**config.mk**
```make
export PLATFORM = sky130hd
export DESIGN_NAME = spi_master_multi_flat
export DESIGN_NICKNAME = d
export VERILOG_FILES = /design/src/rtl/spi_master_multi_if.sv /design/src/rtl/spi_master_multi.sv /design/src/flat_wrapper.sv
export SDC_FILE = /design/constraint.sdc
export NUM_CORES = 1
export LEC_CHECK = 0
export CELL_PAD_IN_SITES_DETAIL_PLACEMENT = 0
export CELL_PAD_IN_SITES_GLOBAL_PLACEMENT = 1
export CORE_MARGIN = 4
export CORE_UTILIZATION = 42
export CTS_CLUSTER_SIZE = 28
export DETAILED_ROUTE_END_ITERATION = 10
export PLACE_DENSITY = 0.8
export SLEW_MARGIN = 30
export SYNTH_ARGS = -nofsm -noshare
export SYNTH_HDL_FRONTEND = slang
export SYNTH_SLANG_ARGS = --single-unit
```
**constraint.sdc**
```tcl
create_clock -name CLK -period 1.8 [get_ports CLK]
set_clock_uncertainty 0.1 [all_clocks]
set_input_delay 0.36 -clock CLK [delete_from_list [all_inputs] [get_ports CLK]]
set_output_delay 0.36 -clock CLK [all_outputs]
set_load 0.005 [all_outputs]
```
**src/rtl/spi_master_multi_if.sv**
```systemverilog
// spi_master_multi_if: command, status and SPI pin bundle for spi_master_multi.
// Latency: none, wires only.
// Backpressure: busy from the master refuses new commands until the cycle after done_M.
// Ports: master modport = the SPI master block; slave modport = command source / pin-side environment.
interface spi_master_multi_if #(
   parameter int DATA_WIDTH = 8,
   parameter int NUM_CS     = 2,
   parameter int CS_W       = (NUM_CS > 1) ? $clog2(NUM_CS) : 1
);
   logic                  transmit;
   logic                  d_valid;
   logic [DATA_WIDTH-1:0] data_M;
   logic [CS_W-1:0]       cs_sel;
   logic                  cpol;
   logic                  cpha;
   logic                  MISO;
   logic                  MOSI;
   logic                  SCLK;
   logic [NUM_CS-1:0]     CS;
   logic                  busy;
   logic                  done_M;
   logic [DATA_WIDTH-1:0] rx_M;

   modport master (
      input  transmit, d_valid, data_M, cs_sel, cpol, cpha, MISO,
      output MOSI, SCLK, CS, busy, done_M, rx_M
   );

   modport slave (
      output transmit, d_valid, data_M, cs_sel, cpol, cpha, MISO,
      input  MOSI, SCLK, CS, busy, done_M, rx_M
   );
endinterface

```
**src/rtl/spi_master_multi.sv**
```systemverilog
// spi_master_multi: SPI master with configurable width, SCLK divider, chip selects, per-transfer CPOL/CPHA.
// Latency: done_M pulses (2*DATA_WIDTH+2)*CLK_DIV+1 CLK cycles after the accepting edge.
// Backpressure: one transfer at a time; transmit&d_valid sampled only in IDLE, busy marks refusal.
// Ports: CLK, reset_n (async, active-low); bus = master modport (command in, SPI pins, busy/done_M/rx_M out).
module spi_master_multi #(
   parameter int DATA_WIDTH = 8,
   parameter int CLK_DIV    = 2,
   parameter int NUM_CS     = 2,
   parameter int LSB_FIRST  = 0
) (
   input  logic               CLK,
   input  logic               reset_n,
   spi_master_multi_if.master bus
);
   localparam int CS_W   = (NUM_CS > 1) ? $clog2(NUM_CS) : 1;
   localparam int CNT_W  = (CLK_DIV > 1) ? $clog2(CLK_DIV) : 1;
   localparam int EDGE_W = $clog2(2 * DATA_WIDTH);
   localparam logic [CNT_W-1:0]  CNT_LAST  = CNT_W'(CLK_DIV - 1);
   localparam logic [EDGE_W-1:0] EDGE_LAST = EDGE_W'(2 * DATA_WIDTH - 1);

   typedef enum logic [2:0] {IDLE, SETUP, XFER, HOLD, DONE} state_t;

   state_t                state_q, state_d;
   logic [CNT_W-1:0]      cnt_q;
   logic [EDGE_W-1:0]     edge_q;      // SCLK edges already produced in this transfer
   logic [DATA_WIDTH-1:0] tx_q;        // bits still to be driven on MOSI
   logic [DATA_WIDTH-1:0] rx_q;
   logic [CS_W-1:0]       cs_sh_q;
   logic                  cpol_q, cpha_q;
   logic                  sclk_q, mosi_q;
   logic                  smp_q;       // a sampling edge was issued last cycle

   logic                  sclk_o, mosi_o, busy_o, done_o;
   logic [NUM_CS-1:0]     cs_o;
   logic [DATA_WIDTH-1:0] rx_o;

   logic                  half_end, leading, last_edge, xfer_act;
   logic                  accept, tick, do_shift, do_sample;
   logic [NUM_CS-1:0]     cs_d;

   function automatic logic first_bit(input logic [DATA_WIDTH-1:0] v);
      return (LSB_FIRST != 0) ? v[0] : v[DATA_WIDTH-1];
   endfunction

   function automatic logic [DATA_WIDTH-1:0] shift_out(input logic [DATA_WIDTH-1:0] v);
      return (LSB_FIRST != 0) ? (v >> 1) : (v << 1);
   endfunction

   function automatic logic [DATA_WIDTH-1:0] shift_in(input logic [DATA_WIDTH-1:0] v, input logic b);
      return (LSB_FIRST != 0) ? {b, v[DATA_WIDTH-1:1]} : {v[DATA_WIDTH-2:0], b};
   endfunction

   assign half_end  = (cnt_q == CNT_LAST);
   assign leading   = ~edge_q[0];           // edges 1,3,5.. move away from cpol
   assign last_edge = (edge_q == EDGE_LAST);
   assign xfer_act  = (state_q == SETUP) || (state_q == XFER) || (state_q == HOLD);

   always_ff @(posedge CLK or negedge reset_n) begin
      if (!reset_n) state_q <= IDLE;
      else          state_q <= state_d;
   end

   always_comb begin
      state_d   = state_q;
      accept    = 1'b0;
      tick      = 1'b0;
      do_shift  = 1'b0;
      do_sample = 1'b0;
      case (state_q)
         IDLE: begin
            if (bus.transmit && bus.d_valid) begin
               accept  = 1'b1;
               state_d = SETUP;
            end
         end
         SETUP: if (half_end) state_d = XFER;
         XFER: begin
            if (half_end) begin
               tick = 1'b1;
               if (cpha_q) begin
                  do_shift  = leading;
                  do_sample = ~leading;
               end else begin
                  do_sample = leading;
                  do_shift  = ~leading & ~last_edge;
               end
               if (last_edge) state_d = HOLD;
            end
         end
         HOLD: if (half_end) state_d = DONE;
         DONE: state_d = IDLE;
         default: state_d = IDLE;
      endcase
   end

   // An out-of-range cs_sel simply matches no line.
   always_comb begin
      cs_d = '1;
      for (int i = 0; i < NUM_CS; i++) begin
         if (xfer_act && (int'(cs_sh_q) == i)) cs_d[i] = 1'b0;
      end
   end

   // Pins are registered one cycle behind the internal shift/SCLK state. MISO is shifted in
   // on the cycle after a sampling edge was issued, i.e. on the edge where that SCLK
   // transition actually appears on the pin.
   always_ff @(posedge CLK or negedge reset_n) begin
      if (!reset_n) begin
         cnt_q   <= '0;
         edge_q  <= '0;
         tx_q    <= '0;
         rx_q    <= '0;
         cs_sh_q <= '0;
         cpol_q  <= 1'b0;
         cpha_q  <= 1'b0;
         sclk_q  <= 1'b0;
         mosi_q  <= 1'b0;
         smp_q   <= 1'b0;
         sclk_o  <= 1'b0;
         mosi_o  <= 1'b0;
         cs_o    <= '1;
         busy_o  <= 1'b0;
         done_o  <= 1'b0;
         rx_o    <= '0;
      end else begin
         if (xfer_act) cnt_q <= half_end ? '0 : cnt_q + 1'b1;
         else          cnt_q <= '0;
         smp_q <= do_sample;

         if (accept) begin
            cs_sh_q <= bus.cs_sel;
            cpol_q  <= bus.cpol;
            cpha_q  <= bus.cpha;
            sclk_q  <= bus.cpol;
            edge_q  <= '0;
            rx_q    <= '0;
            if (!bus.cpha) begin
               mosi_q <= first_bit(bus.data_M);
               tx_q   <= shift_out(bus.data_M);
            end else begin
               tx_q   <= bus.data_M;
            end
         end else begin
            if (state_q == IDLE) sclk_q <= cpol_q;
            if (tick) begin
               sclk_q <= ~sclk_q;
               edge_q <= edge_q + 1'b1;
            end
            if (do_shift) begin
               mosi_q <= first_bit(tx_q);
               tx_q   <= shift_out(tx_q);
            end
            if (smp_q) rx_q <= shift_in(rx_q, bus.MISO);
         end

         sclk_o <= sclk_q;
         mosi_o <= mosi_q;
         cs_o   <= cs_d;
         busy_o <= xfer_act;
         done_o <= (state_q == DONE);
         if (state_q == DONE) rx_o <= rx_q;
      end
   end

   assign bus.SCLK   = sclk_o;
   assign bus.MOSI   = mosi_o;
   assign bus.CS     = cs_o;
   assign bus.busy   = busy_o;
   assign bus.done_M = done_o;
   assign bus.rx_M   = rx_o;
endmodule

```
**src/flat_wrapper.sv**
```systemverilog
// flat-port wrapper written by rule: the top's interface ports become plain ports
module spi_master_multi_flat 
#(
   parameter int DATA_WIDTH = 8,
   parameter int CLK_DIV    = 2,
   parameter int NUM_CS     = 2,
   parameter int LSB_FIRST  = 0
)
  (CLK, reset_n, bus_transmit, bus_d_valid, bus_data_M, bus_cs_sel, bus_cpol, bus_cpha, bus_MISO, bus_MOSI, bus_SCLK, bus_CS, bus_busy, bus_done_M, bus_rx_M);
  spi_master_multi_if #(.DATA_WIDTH(DATA_WIDTH), .NUM_CS(NUM_CS)) bus_i ();
  input  logic CLK;
  input  logic reset_n;
  input wire logic [$bits(bus_i.transmit)-1:0] bus_transmit;
  input wire logic [$bits(bus_i.d_valid)-1:0] bus_d_valid;
  input wire logic [$bits(bus_i.data_M)-1:0] bus_data_M;
  input wire logic [$bits(bus_i.cs_sel)-1:0] bus_cs_sel;
  input wire logic [$bits(bus_i.cpol)-1:0] bus_cpol;
  input wire logic [$bits(bus_i.cpha)-1:0] bus_cpha;
  input wire logic [$bits(bus_i.MISO)-1:0] bus_MISO;
  output wire logic [$bits(bus_i.MOSI)-1:0] bus_MOSI;
  output wire logic [$bits(bus_i.SCLK)-1:0] bus_SCLK;
  output wire logic [$bits(bus_i.CS)-1:0] bus_CS;
  output wire logic [$bits(bus_i.busy)-1:0] bus_busy;
  output wire logic [$bits(bus_i.done_M)-1:0] bus_done_M;
  output wire logic [$bits(bus_i.rx_M)-1:0] bus_rx_M;
  assign bus_i.transmit = bus_transmit;
  assign bus_i.d_valid = bus_d_valid;
  assign bus_i.data_M = bus_data_M;
  assign bus_i.cs_sel = bus_cs_sel;
  assign bus_i.cpol = bus_cpol;
  assign bus_i.cpha = bus_cpha;
  assign bus_i.MISO = bus_MISO;
  assign bus_MOSI = bus_i.MOSI;
  assign bus_SCLK = bus_i.SCLK;
  assign bus_CS = bus_i.CS;
  assign bus_busy = bus_i.busy;
  assign bus_done_M = bus_i.done_M;
  assign bus_rx_M = bus_i.rx_M;
  spi_master_multi #(.DATA_WIDTH(DATA_WIDTH), .CLK_DIV(CLK_DIV), .NUM_CS(NUM_CS), .LSB_FIRST(LSB_FIRST)) u_core (.CLK(CLK), .reset_n(reset_n), .bus(bus_i));
endmodule
```
==> results.py <==
metrics = {
    "outcome": {
        "status": "finished clean",
    },
    "synthesis": {
        "ys_async_sr_fraction": 1.00,
        "yosysUniqueCellTypes": 37,
        "syn_area_per_cell_sq_um": 11.7,
        "ys_seq_area_frac": 0.576,
        "synth_edf_count": 0,
        "ys_warn_count": 0,
        "ys.flop_type": "dfrtp_1",
        "ys_ff_latch": 44,
        "syn_inst": 163,
        "synth.net_count": 180,
        "syn_area_sq_um": 1910,
    },
    "worst_hold_path": {
        "min_path_type": "in -> async",
    },
    "route": {
        "drc": 0,
        "drt-vias-per-instance": 5.14,
        "ant_nets": 0,
        "drtIter0Drc": 46,
        "vias": 1291,
        "wl_per_cell_microns": 13.5,
        "drt_wl_total_mm": 3.38,
        "drt-pass1-iter-count": 3,
    },
    "power_and_ir_drop": {
        "leakage_nw": 1.08,
        "ir_worst_vdd_uv": 545,
        "p_per_area_nw_per_um2": 1490,
    },
    "critical_path": {
        "worst-path-buf-inv": 1,
        "crit_family": "flip-flops",
        "cp_slowest_stage_delay_ns": 0.52,
        "required_ns": 1.34,
        "crit_type": "reg -> out",
        "worstSetupStartpointType": "flip-flop",
        "cp_max_fo": 1,
        "cp_cell_sequence": "clkdlybuf4s50_1",
        "critPathCaptureType": "primary output",
        "worst_path_max_delay_cell": "dfstp_2",
        "arrival_ns": 1.29,
    },
    "sta": {
        "whs_ns": 0.0414,
        "setup_viol": 0,
        "worst_slew_pin_slew_ns": 0.538,
        "max_freq_mhz": 571,
        "rsz0062_at_grt": "yes",
        "slew_viol_final": 0,
        "finalCriticalPeriod_ns": 1.75,
        "fin_crit_sh": 0.973,
        "hold_violations": 0,
        "slew_headroom": 0.641,
    },
    "clocking": {
        "cts_sinks": 44,
        "cts-root-buf": "clkbuf_8",
        "htree_levels": 2,
        "clockBufferDepth": 2,
        "cts_tree": "yes",
        "cts_buffers": 5,
        "clk_pin_slew_worst_paths_ns": 0.08,
        "clk_latency_ns": 0.28,
    },
    "placement": {
        "dp_hpwl_mm": 2.44,
        "io_buffers": 29,
        "placed_area_sq_um": 2260,
        "gp_congestion": 0.783,
        "dp.cells": 243,
    },
    "floorplan": {
        "initial_core_util": 0.437,
        "ioPinCount": 30,
        "floorplan.die_area_sq_um": 5700,
        "die_x_microns": 75.5,
        "fp.coreArea_sq_um": 4380,
        "rows": 24,
        "dieHeight_microns": 75.5,
    },
    "final_layout": {
        "fin_cells": 251,
        "antenna_cells": 0,
        "finalInstanceArea_sq_um": 2360,
        "synthToLayoutAreaGrowth_pct": 23.5,
        "final_layout_size_suffix_gt1_frac": 0.166,
        "final_nets": 215,
        "final_core_util": 0.539,
    },
    "global_routing": {
        "antenna_found_initial": 0,
        "gr-usage-all-layers": 0.132,
        "grt_overflow": 0,
        "grt_max_degree": 45,
        "grt_pass1_wl_mm": 5.82,
        "grt_pass1_vias": 1364,
    },
    "job": {
        "cap_violations": 0,
    },
}
-- state kept, by name, summed over array words and instances, names as in the netlist, 2 cells and up --
signal and count:
u_core.edge_q 4, u_core.rx_q 8, u_core.state_q 3, u_core.bus.rx_M 8, u_core.tx_q 8, u_core.bus.CS 2
-- synth_stat cells (2+ instances only) --
master | count | area, sq um
buf_2 | 2 | 10.0
nor3_2 | 2 | 20.0
or3_1 | 2 | 12.5
dfstp_2 | 2 | 52.6
nand2_1 | 32 | 120
inv_1 | 2 | 7.51
dfrtp_1 | 42 | 1050
mux2i_1 | 16 | 160
nor2_1 | 16 | 60.1
xnor2_1 | 2 | 17.5
a21oi_1 | 2 | 10.0
xor2_1 | 3 | 26.3
buf_4 | 2 | 15.0
o221ai_1 | 7 | 61.3
mux2_2 | 8 | 90.1
buf_6 | 2 | 22.5
-- what timing repair did --
action | in CTS | in global routing
hold buffers | 0 | 0
setup endpoints to repair | 0 | 6
setup buffers | 0 | 0
gates resized for setup | 0 | 1
-- cell usage in the layout, fill, tap and decap left out, drive strengths merged, types with 2 or more instances in the layout --
| cell type | Yosys | routed |
|---|---|---|
| clkdlybuf4s50 | 0 | 28 |
| nor2 | 16 | 16 |
| mux2i | 16 | 16 |
| or3 | 2 | 2 |
| dfrtp | 42 | 42 |
| mux2 | 8 | 8 |
| o221ai | 7 | 7 |
| inv | 2 | 2 |
| xnor2 | 2 | 2 |
| nand3 | 2 | 2 |
| xor2 | 3 | 3 |
| dfstp | 2 | 2 |
| clkbuf | 1 | 6 |
| nand2 | 32 | 32 |
| a21oi | 2 | 2 |
| o21ai | 2 | 2 |
| nor3 | 3 | 3 |
| clkinv | 0 | 2 |
| buf | 8 | 9 |
-- layout make-up --
cell class	count	area, sq um
clock buffers	6	82.6
clock inverters	2	10.0
fillers	373	2020
inverters	2	7.51
multi-input cells	108	738
flip-flops and latches	44	1100
well taps	52	65.1
repair buffers	37	358
-- per-stage QoR --
| step | setup WS (ns) | setup TNS (ns) | power, mW |
|---|---|---|---|
| after global routing | -0.0365 | -0.104 | 3.83 |
| after floorplan | 0.197 | 0 | 2.44 |
| after global placement | 0.131 | 0 | 2.88 |
| final | 0.0487 | 0 | 3.53 |
| after CTS | 0.0302 | 0 | 3.58 |
| after detailed placement | 0.0359 | 0 | 2.95 |
-- routing by layer --
layer | up-vias | share of wire | track usage
met1 | 627 | 0.44 | 0.158
li1 | 631 | - | -
met4 | 0 | 0.0071 | 0.0466
met3 | 4 | 0.045 | 0.0330
met5 | - | 0 | 0
met2 | 29 | 0.51 | 0.232
-- kinds of logic (layout without fill, tap and decap cells) --
logic type | count (synthesis) | count (layout) | share of synthesized area
AO/OA/AOI/OAI | 16 | 16 | 0.0693
XOR/XNOR | 5 | 5 | 0.0229
adder cells (fa/ha/maj) | 1 | 1 | 0.00653
buffers and inverters | 11 | 47 | 0.0431
flip-flops | 44 | 44 | 0.576
multiplexers | 24 | 24 | 0.131
AND/OR/NAND/NOR | 62 | 62 | 0.151
-- worst paths after layout --
path | from | cells after the start | slack (ns) | endpoint
max | u_core.bus.CS[0] | 1 | 0.05 | bus_CS[0]
min | reset_n | 2 | 0.04 | u_core.bus.rx_M[0]
max reg2reg | u_core.state_q[1] | 4 | 0.15 | u_core.tx_q[3]
min reg2reg | u_core.sclk_q | 0 | 0.34 | u_core.bus.SCLK
max in group asynchronous | reset_n | 2 | 1.19 | u_core.bus.CS[1]
min in group CLK | u_core.sclk_q | 0 | 0.34 | u_core.bus.SCLK
-- report_power, final --
part / total, mW / switching, mW / internal (mW)
registers: 1.73 / 0.298 / 1.43
logic: 1.19 / 0.498 / 0.690
clock network: 0.616 / 0.310 / 0.306
total: 3.53 / 1.11 / 2.43
Note: power is estimated with default switching activity, not from simulation.
